### src/rtl/text_console_pkg.sv
// Shared constants, state encoding and write payload for the text console
// writer and the drawer's address computation.
package text_console_pkg;

  localparam int unsigned COLS   = 80;
  localparam int unsigned ROWS   = 30;
  localparam int unsigned ADDR_W = 12;
  localparam int unsigned ROW_W  = 5;
  localparam int unsigned COL_W  = 7;
  localparam int unsigned CODE_W = 7;
  localparam int unsigned SCREEN = COLS * ROWS;

  localparam logic [CODE_W-1:0] BLANK = 7'h20;

  localparam logic [7:0] CH_LF = 8'h0A;
  localparam logic [7:0] CH_CR = 8'h0D;
  localparam logic [7:0] CH_BS = 8'h08;
  localparam logic [7:0] CH_FF = 8'h0C;

  localparam logic [COL_W-1:0]  COL_LAST    = COL_W'(COLS - 1);
  localparam logic [ROW_W-1:0]  ROW_LAST    = ROW_W'(ROWS - 1);
  localparam logic [ADDR_W-1:0] ROW_CNT_END = ADDR_W'(COLS - 1);
  localparam logic [ADDR_W-1:0] SCR_CNT_END = ADDR_W'(SCREEN - 1);

  typedef enum logic [1:0] {
    CLEAR,
    IDLE,
    ROWCLR
  } state_t;

  typedef struct packed {
    logic [ADDR_W-1:0] position;
    logic [CODE_W-1:0] code;
  } buf_write_t;

  function automatic logic is_printable(input logic [7:0] c);
    return (c >= 8'h20) && (c <= 8'h7E);
  endfunction

endpackage

### src/rtl/text_console_writer_cursor_tracker.sv
// Cursor position on the character grid plus the matching row base address,
// so the write address never needs a multiplier.
module cursor_tracker
  import text_console_pkg::*;
(
  input  logic              clk,
  input  logic              reset,
  input  logic              inc,
  input  logic              newline,
  input  logic              back,
  input  logic              home,
  input  logic              cr,
  output logic [ROW_W-1:0]  row,
  output logic [COL_W-1:0]  col,
  output logic [ADDR_W-1:0] row_base
);

  logic [ROW_W-1:0]  row_d;
  logic [COL_W-1:0]  col_d;
  logic [ADDR_W-1:0] row_base_d;

  // An advance past the last column behaves exactly like a newline.
  always_comb begin
    row_d      = row;
    col_d      = col;
    row_base_d = row_base;
    if (home) begin
      row_d      = '0;
      col_d      = '0;
      row_base_d = '0;
    end else if (newline || (inc && (col == COL_LAST))) begin
      col_d = '0;
      if (row == ROW_LAST) begin
        row_d      = '0;
        row_base_d = '0;
      end else begin
        row_d      = row + ROW_W'(1);
        row_base_d = row_base + ADDR_W'(COLS);
      end
    end else if (inc) begin
      col_d = col + COL_W'(1);
    end else if (back && (col != '0)) begin
      col_d = col - COL_W'(1);
    end else if (cr) begin
      col_d = '0;
    end
  end

  always_ff @(posedge clk) begin
    if (!reset) begin
      row      <= '0;
      col      <= '0;
      row_base <= '0;
    end else begin
      row      <= row_d;
      col      <= col_d;
      row_base <= row_base_d;
    end
  end

endmodule

### src/rtl/text_console_writer.sv
// Byte-stream to character-buffer writer: decodes printable and control
// codes, tracks the cursor and blanks the screen / new rows.
module text_console_writer
  import text_console_pkg::*;
(
  input  logic              clk,
  input  logic              reset,
  input  logic              char_valid,
  input  logic [7:0]        char_in,
  output logic              ready,
  output logic              buffer_write_enable,
  output logic [ADDR_W-1:0] position,
  output logic [CODE_W-1:0] char_code,
  output logic [ROW_W-1:0]  cursor_row,
  output logic [COL_W-1:0]  cursor_col
);

  state_t            state, state_d;
  logic [ADDR_W-1:0] clr_cnt, clr_cnt_d;
  logic              wr_en_d;
  buf_write_t        wr_d;
  logic              accept;
  logic              cur_inc, cur_newline, cur_back, cur_home, cur_cr;
  logic [ADDR_W-1:0] row_base;

  assign ready  = (state == IDLE);
  assign accept = char_valid && ready;

  cursor_tracker u_cursor (
    .clk      (clk),
    .reset    (reset),
    .inc      (cur_inc),
    .newline  (cur_newline),
    .back     (cur_back),
    .home     (cur_home),
    .cr       (cur_cr),
    .row      (cursor_row),
    .col      (cursor_col),
    .row_base (row_base)
  );

  always_comb begin
    state_d      = state;
    clr_cnt_d    = clr_cnt;
    wr_en_d      = 1'b0;
    wr_d         = '{position: position, code: char_code};
    cur_inc      = 1'b0;
    cur_newline  = 1'b0;
    cur_back     = 1'b0;
    cur_home     = 1'b0;
    cur_cr       = 1'b0;
    unique case (state)
      CLEAR: begin
        wr_en_d = 1'b1;
        wr_d    = '{position: clr_cnt, code: BLANK};
        if (clr_cnt == SCR_CNT_END) state_d = IDLE;
        else clr_cnt_d = clr_cnt + ADDR_W'(1);
      end
      ROWCLR: begin
        wr_en_d = 1'b1;
        wr_d    = '{position: row_base + clr_cnt, code: BLANK};
        if (clr_cnt == ROW_CNT_END) state_d = IDLE;
        else clr_cnt_d = clr_cnt + ADDR_W'(1);
      end
      IDLE: begin
        if (accept) begin
          if (is_printable(char_in)) begin
            wr_en_d = 1'b1;
            wr_d    = '{position: row_base + ADDR_W'(cursor_col), code: char_in[6:0]};
            cur_inc = 1'b1;
            // Writing the last column wraps, and the new row must be blanked.
            if (cursor_col == COL_LAST) begin
              state_d   = ROWCLR;
              clr_cnt_d = '0;
            end
          end else begin
            case (char_in)
              CH_LF: begin
                cur_newline = 1'b1;
                state_d     = ROWCLR;
                clr_cnt_d   = '0;
              end
              CH_CR: cur_cr = 1'b1;
              CH_BS: begin
                if (cursor_col != '0) begin
                  cur_back = 1'b1;
                  wr_en_d  = 1'b1;
                  wr_d     = '{position: row_base + ADDR_W'(cursor_col) - ADDR_W'(1),
                               code: BLANK};
                end
              end
              CH_FF: begin
                cur_home  = 1'b1;
                state_d   = CLEAR;
                clr_cnt_d = '0;
              end
              default: ;
            endcase
          end
        end
      end
      default: begin
        state_d   = CLEAR;
        clr_cnt_d = '0;
      end
    endcase
  end

  always_ff @(posedge clk) begin
    if (!reset) begin
      state               <= CLEAR;
      clr_cnt             <= '0;
      buffer_write_enable <= 1'b0;
      position            <= '0;
      char_code           <= BLANK;
    end else begin
      state               <= state_d;
      clr_cnt             <= clr_cnt_d;
      buffer_write_enable <= wr_en_d;
      position            <= wr_d.position;
      char_code           <= wr_d.code;
    end
  end

endmodule

### config.mk
export PLATFORM = sky130hd
export DESIGN_NAME = text_console_writer
export DESIGN_NICKNAME = d
export VERILOG_FILES = /design/src/rtl/text_console_pkg.sv /design/src/rtl/text_console_writer_cursor_tracker.sv /design/src/rtl/text_console_writer.sv
export SDC_FILE = /design/constraint.sdc
export NUM_CORES = 1
export LEC_CHECK = 0
export ABC_AREA = 1
export CAP_MARGIN = 0
export CORE_UTILIZATION = 40
export CTS_BUF_LIST = sky130_fd_sc_hd__clkbuf_4
export CTS_CLUSTER_SIZE = 12
export DETAILED_ROUTE_END_ITERATION = 8
export HOLD_SLACK_MARGIN = 0.12
export PLACE_DENSITY = 0.64
export SYNTH_ARGS = -nofsm -noshare
export SYNTH_HDL_FRONTEND = slang
export SYNTH_SLANG_ARGS = --single-unit
### constraint.sdc
create_clock -name clk -period 1.8 [get_ports clk]
set_input_delay 0.45 -clock clk [delete_from_list [all_inputs] [get_ports clk]]
set_output_delay 0.45 -clock clk [all_outputs]
set_load 0.05 [all_outputs]
# Word level (Yosys, flattened, before mapping)
# Index checks and enable logic that the tools add are counted.
[word_totals]
ff_bits = 58
latch_bits = 0
ramBits = 0
romBits = 0
inputBits = 11
output_inout_bits = 33
elab_cells = 102
mem_count = 0
[op_classes]
addsub = 8
n_mul = 0
n_div = 0
order_cmp = 2
n_eq_ne = 20
n_shift = 0
n_mux = 47
bitwise = 1
n_reduce_logical = 16
[ops]
columns = ["cell", "count"]
rows = [
  ["$mux 12", 7],
  ["$mux 19", 4],
  ["$pmux 19 s3", 1],
  ["$pmux 12 s3", 1],
  ["$eq 8x4->1 const B", 4],
  ["$mux 1", 22],
  ["$mux 7", 3],
  ["$add 12x1->12 const B", 1],
  ["$add 12x12->12", 1],
  ["$add 12x7->12", 1],
  ["$add 12x7->12 const B", 1],
  ["$eq 12x12->1 const B", 1],
  ["$eq 12x7->1 const B", 1],
  ["$sub 12x1->12 const B", 1],
  ["$mux 2", 5],
  ["$reduce_and 5->1", 2],
  ["$ge 8x6->1 const B", 1],
  ["$le 8x7->1 const B", 1],
  ["$ne 2x2->1 const B", 4],
  ["$add 7x1->7 const B", 1],
  ["$eq 7x7->1 const B", 1],
  ["$reduce_bool 7->1", 1],
  ["$sub 7x1->7 const B", 1],
  ["$ne 3x1->1 const B", 2],
  ["other kinds (19)", 26],
]

# Longest topological paths before layout
[logic_depth]
depth_word = 9
mapped_depth = 16
mapped_depth_nobuf = 16

# Hierarchy
# Synthesis repeated with hierarchy kept, for this count alone.
[hier_totals]
hier_cells = 728
area_unflattened_um2 = 4615.7
[modules_own_cells]
columns = ["mod", "instances", "cells_each", "area_per_inst_um2", "seq_area_each_um2"]
rows = [
  ["text_console_writer", 1, 527, 3275.6, 680.7],
  ["cursor_tracker", 1, 201, 1340.0, 400.4],
]

# Worst setup path before layout
# No wires, ideal clock.
[synth_timing]
path_type = "register -> register"
from = "reg u_cursor.col[0]"
to = "reg u_cursor.col[6]"
setup_ps = 118
arrival_time_ps = 2146
required_ps = 1682
slack_ps = -464
stages_incl_launch_ff = 11
n_path_buf = 0
synth_period_minus_slack_ps = 2264
path_cell_list = "dfxtp_1 > clkinv_1 > ha_1 > nand3_1 > nand4_1 > nor2_2 > nor2_2 > a21oi_1 > nand4_1 > nand2_1 > nor2_1"
[synth_between]
elab_chain_len = 9
elab_cells_between_ends = 16
classes_between = "2 x add/sub; 1 x eq/ne; 7 x mux; 6 x reduce/logical"
[synth_rtl]
columns = ["item", "line_no", "text"]
rows = [
  ["start: declaration", "text_console_writer_cursor_tracker.sv:14", "output logic [COL_W-1:0] col,"],
  ["start signal: assignment", "text_console_writer_cursor_tracker.sv:56", "col <= col_d;"],
  ["$reduce_bool 7->1", "text_console_writer_cursor_tracker.sv:42, text_console_writer.sv:85", ""],
  ["$mux 1", "text_console_writer.sv:85", "if (cursor_col != '0) begin"],
  ["$mux 1", "text_console_writer.sv:77", "case (char_in)"],
  ["$mux 1", "text_console_writer.sv:67", "if (is_printable(char_in)) begin"],
  ["$mux 1", "text_console_writer.sv:66", "if (accept) begin"],
  ["$mux 1", "text_console_writer.sv:52", "unique case (state)"],
  ["$logic_and 1x1->1", "text_console_writer_cursor_tracker.sv:42", "end else if (back && (col != '0)) begin"],
  ["$mux 7", "text_console_writer_cursor_tracker.sv:42", ""],
  ["$mux 7", "text_console_writer_cursor_tracker.sv:40", "end else if (inc) begin"],
]
# Parallel ways exist; a longest one is shown, timed or not.
# A chain may end at the register's enable or synchronous reset.

# Final worst setup path
[layout_timing]
from = "reg u_cursor.row_base[6]"
to = "reg position[10]"
[layout_between]
elab_chain_len = 7
elab_cells_between_ends = 8
classes_between = "3 x add/sub; 5 x mux"
[layout_rtl]
columns = ["item", "line_no", "text"]
rows = [
  ["start: declaration", "text_console_writer_cursor_tracker.sv:15", "output logic [ADDR_W-1:0] row_base"],
  ["start signal: assignment", "text_console_writer_cursor_tracker.sv:57", "row_base <= row_base_d;"],
  ["$add 12x7->12", "text_console_writer.sv:69, text_console_writer.sv:88", ""],
  ["$sub 12x1->12", "text_console_writer.sv:88", "wr_d = '{position: row_base + ADDR_W'(cursor_col) - ADDR_W'(1),"],
  ["$mux 19", "text_console_writer.sv:85", ""],
  ["$mux 19", "text_console_writer.sv:77", ""],
  ["$mux 19", "text_console_writer.sv:67", ""],
  ["$mux 19", "text_console_writer.sv:66", ""],
  ["$pmux 19 s3 (*)", "text_console_writer.sv:52", ""],
  ["end signal: assignment", "text_console_writer.sv:120", "position <= wr_d.position;"],
  ["end: declaration", "text_console_writer.sv:12", "output logic [ADDR_W-1:0] position,"],
]
# Mark *: on every way between the ends. The rest lies on a longest branch, timed or not. The select of a mux whose other input is x is not followed.

==> flow_summary.yaml <==
timing:
  setup_viol: 0
  drv_slew: 0
  finalCritPeriodShare: 0.991
  hold_viol_final: 0
  rsz0062_at_grt: "yes"
  fmax_ghz: 0.560
  fin_skew_ns: 0.0126
  worstMarginPinSlew_ns: 0.372
  tns_ns: 0
  relSlewSlack: 0.751
  period_needed_ns: 1.78
clock_network:
  holdBufCountCts: 0
  clock_path_buffers: 2
  cts-root-buf: "clkbuf_4"
  clk_latency_ns: 0.40
  path_clk_slew_ns: 0.17
  clkSinkCount: 54
  tritoncts: "yes"
  cts_buffers: 5
  cts_max_level: 2
die:
  die-area_mm2: 0.0102
  die_w_um: 101
  num_io_pins: 44
  core_mm2: 0.00937
  initial_core_util: 0.420
  num_rows: 35
  die_y_um: 101
placed_design:
  port_buffers: 43
  gp_congestion: 0.930
  hpwl_mm: 8.93
yosys:
  synth_enable_flop_cells: 0
  synth_area_leader_cell: "dfxtp_1"
  ys_top_cells_by_area: "dfxtp_1, nand2_1, ha_1"
  synth_fa_ha_area_frac: 0.0731
  postSynthAreaPerCell_um2: 6.54
  syn_area_mm2: 0.00394
  syn-num-nets: 636
  synthSimpleGateAreaFrac: 0.350
  synth_cell_types: 45
  ys_ff_latch: 54
  seq_area_frac_synth: 0.275
  synth_compound_area_frac: 0.166
  synthFlopType: "dfxtp_1"
  synth-xor-area-share: 0.0356
  netlist_instances: 602
  synth_top_family_by_area: "simple AND/OR/NAND/NOR gates"
  synthArstFlopShare: 0
  synth_top_area_frac: 0.275
  yosys_warnings: 0
  synth.mux.area_fraction: 0
routing:
  via_count: 4406
  firstDrtPassIters: 4
  wl_mm: 11.7
  detail_route.vias_per_cell: 5.06
  routedWlPerCell_um: 13.5
  ant_nets: 0
  drc_errors: 0
  drtIter0Drc: 174
cells_and_area:
  final-seq-area_mm2: 0.00112
  drive_gt1_frac: 0.372
  multi_input_area_mm2: 0.00280
  fin_util: 0.606
  antennaDiodeCount: 0
  final_nets: 775
  n_fill_cell: 887
  area_growth_pct: 44.2
grt:
  grt_pass1_vias: 3984
  overflow: 0
  grt_max_degree: 19
  grt_antenna_before_repair: 0
  grt_usage: 0.231
  grt_pass1_wl_mm: 18.6
power_and_ir_drop:
  power.density_mw_per_mm2: 399
  peakVddDrop_v: 0.000311
  clockPowerShare: 0.326
  p_int_mw: 1.64
  power_leakage_nw: 2.42
  seqPwrFrac: 0.535
  combPwrFrac: 0.138
  switching_share: 0.277
  p_switching_mw: 0.627
status:
  status: "completed"
setup_path:
  path_class: "register to register"
  endpoint_kind: "register"
  cp-start-kind: "register"
  required_ns: 2.15
  arrival_ns: 2.13
  path_max_fanout: 7
hold_path:
  hp-class: "register to register"
run:
  cap_violations: 0
==> layout make-up <==
type / count / share of cell area
inverter: 77 / 0.0538
tap: 129 / 0.0284
sequential: 54 / 0.198
timing repair inverter: 2 / 0.00242
multi-input combinational: 455 / 0.494
clock inverter: 3 / 0.00837
clock buffer: 5 / 0.00661
timing repair buffer: 146 / 0.209
==> synth_stat cells, types with 4 or more instances <==
cell      number
nand4_1       15
xor2_1        12
a21oi_2       11
nand3_1       42
clkbuf_1       5
a31oi_1        5
a21oi_1       46
nor2_1        61
buf_2          4
nand2_1      141
nor2_2         7
dfxtp_1       54
inv_2          4
ha_1          23
xnor2_1        4
nor2_4         4
inv_1         70
o21ai_0       26
o22ai_1        6
nor3_1        20
==> flip-flops by register name, indices dropped and copies added, names as in the netlist <==
signal,count
position,12
state,2
char_code,7
u_cursor.row,5
u_cursor.row_base,8
u_cursor.col,7
clr_cnt,12
buffer_write_enable,1
==> power by group through the flow <==
stage	Sequential, mW	Clock (mW)	Combinational [mW]
after floorplan	1.26	0	0.126
after global placement	1.24	0	0.290
after detailed placement	1.24	0	0.292
after CTS	1.21	0.767	0.299
after global routing	1.21	0.814	0.339
final	1.21	0.738	0.313
==> placed cells by master, fill, tap and decap left out, types with 4 or more instances in the layout <==
cell,instances
xnor2_1,4
nand3_1,34
clkbuf_4,5
nor2_1,48
nand4_1,15
xor2_1,12
o22ai_1,5
nand2_4,5
a21oi_1,40
dfxtp_4,7
nor2_4,10
buf_6,7
nor2_2,14
a31oi_1,5
o21ai_1,11
nand2_2,20
o21ai_0,13
ha_1,14
nor3_1,19
inv_1,60
nand2_1,121
dlygate4sd2_1,7
nand3_2,7
a21oi_2,15
buf_4,125
dfxtp_2,12
inv_2,11
dfxtp_1,35
ha_4,7
==> timing repair <==
item,in CTS,in global routing
resized for setup,36,93
pin swaps,9,32
setup endpoints to repair,53,54
gates cloned,1,2
buffers inserted,3,4
==> stage by stage <==
step / setup WS, ns / cells / instance area (µm²) / hold slack (ns) / power (mW)
finish: 0.0156 / 871 / 5680 / 0.477 / 2.26
global route: -0.0890 / 871 / 5680 / 0.503 / 2.37
CTS: -0.00609 / 865 / 5340 / 0.478 / 2.28
detailed placement: -0.593 / 853 / 5150 / 0.456 / 1.53
global placement: -0.586 / 853 / 5150 / 0.454 / 1.53
floorplan: 0.00269 / 602 / 4010 / 0.468 / 1.39
==> metal layers <==
metal  vias to the layer above  GRT usage  share of wire
met1                      2033      0.316           0.46
met2                       100      0.385           0.48
met3                        11     0.0338          0.044
met5                         -          0              0
li1                       2262          -              -
met4                         0     0.0502          0.011
==> cell families after synthesis <==
group / after synthesis
adders and majority gates: 23
buffers and inverters: 93
and+or+nand+nor: 307
AOI/OAI and AO/OA: 109
xor gates and xnor gates: 16
DFF: 54
==> worst max-delay path, stage by stage (launching register included) <==
cell and delay [ns]:
dfxtp_2 0.37, ha_4 0.28, nand3b_1 0.21, a21oi_2 0.19, nand2_1 0.10, nor2_2 0.15
nand2_1 0.07, nand2_1 0.05, nand3_1 0.06, nand2_1 0.06, nand2_1 0.04, a21oi_1 0.14
==> worst paths after layout <==
kind	cells past startpoint	slack (ns)	to	startpoint
max	11	0.02	position[10]	u_cursor.row_base[6]
min	2	0.48	char_code[3]	char_code[3]
max reg2reg	11	0.02	position[10]	u_cursor.row_base[6]
min reg2reg	2	0.48	char_code[3]	char_code[3]
Note: power is estimated with default switching activity, not from simulation.
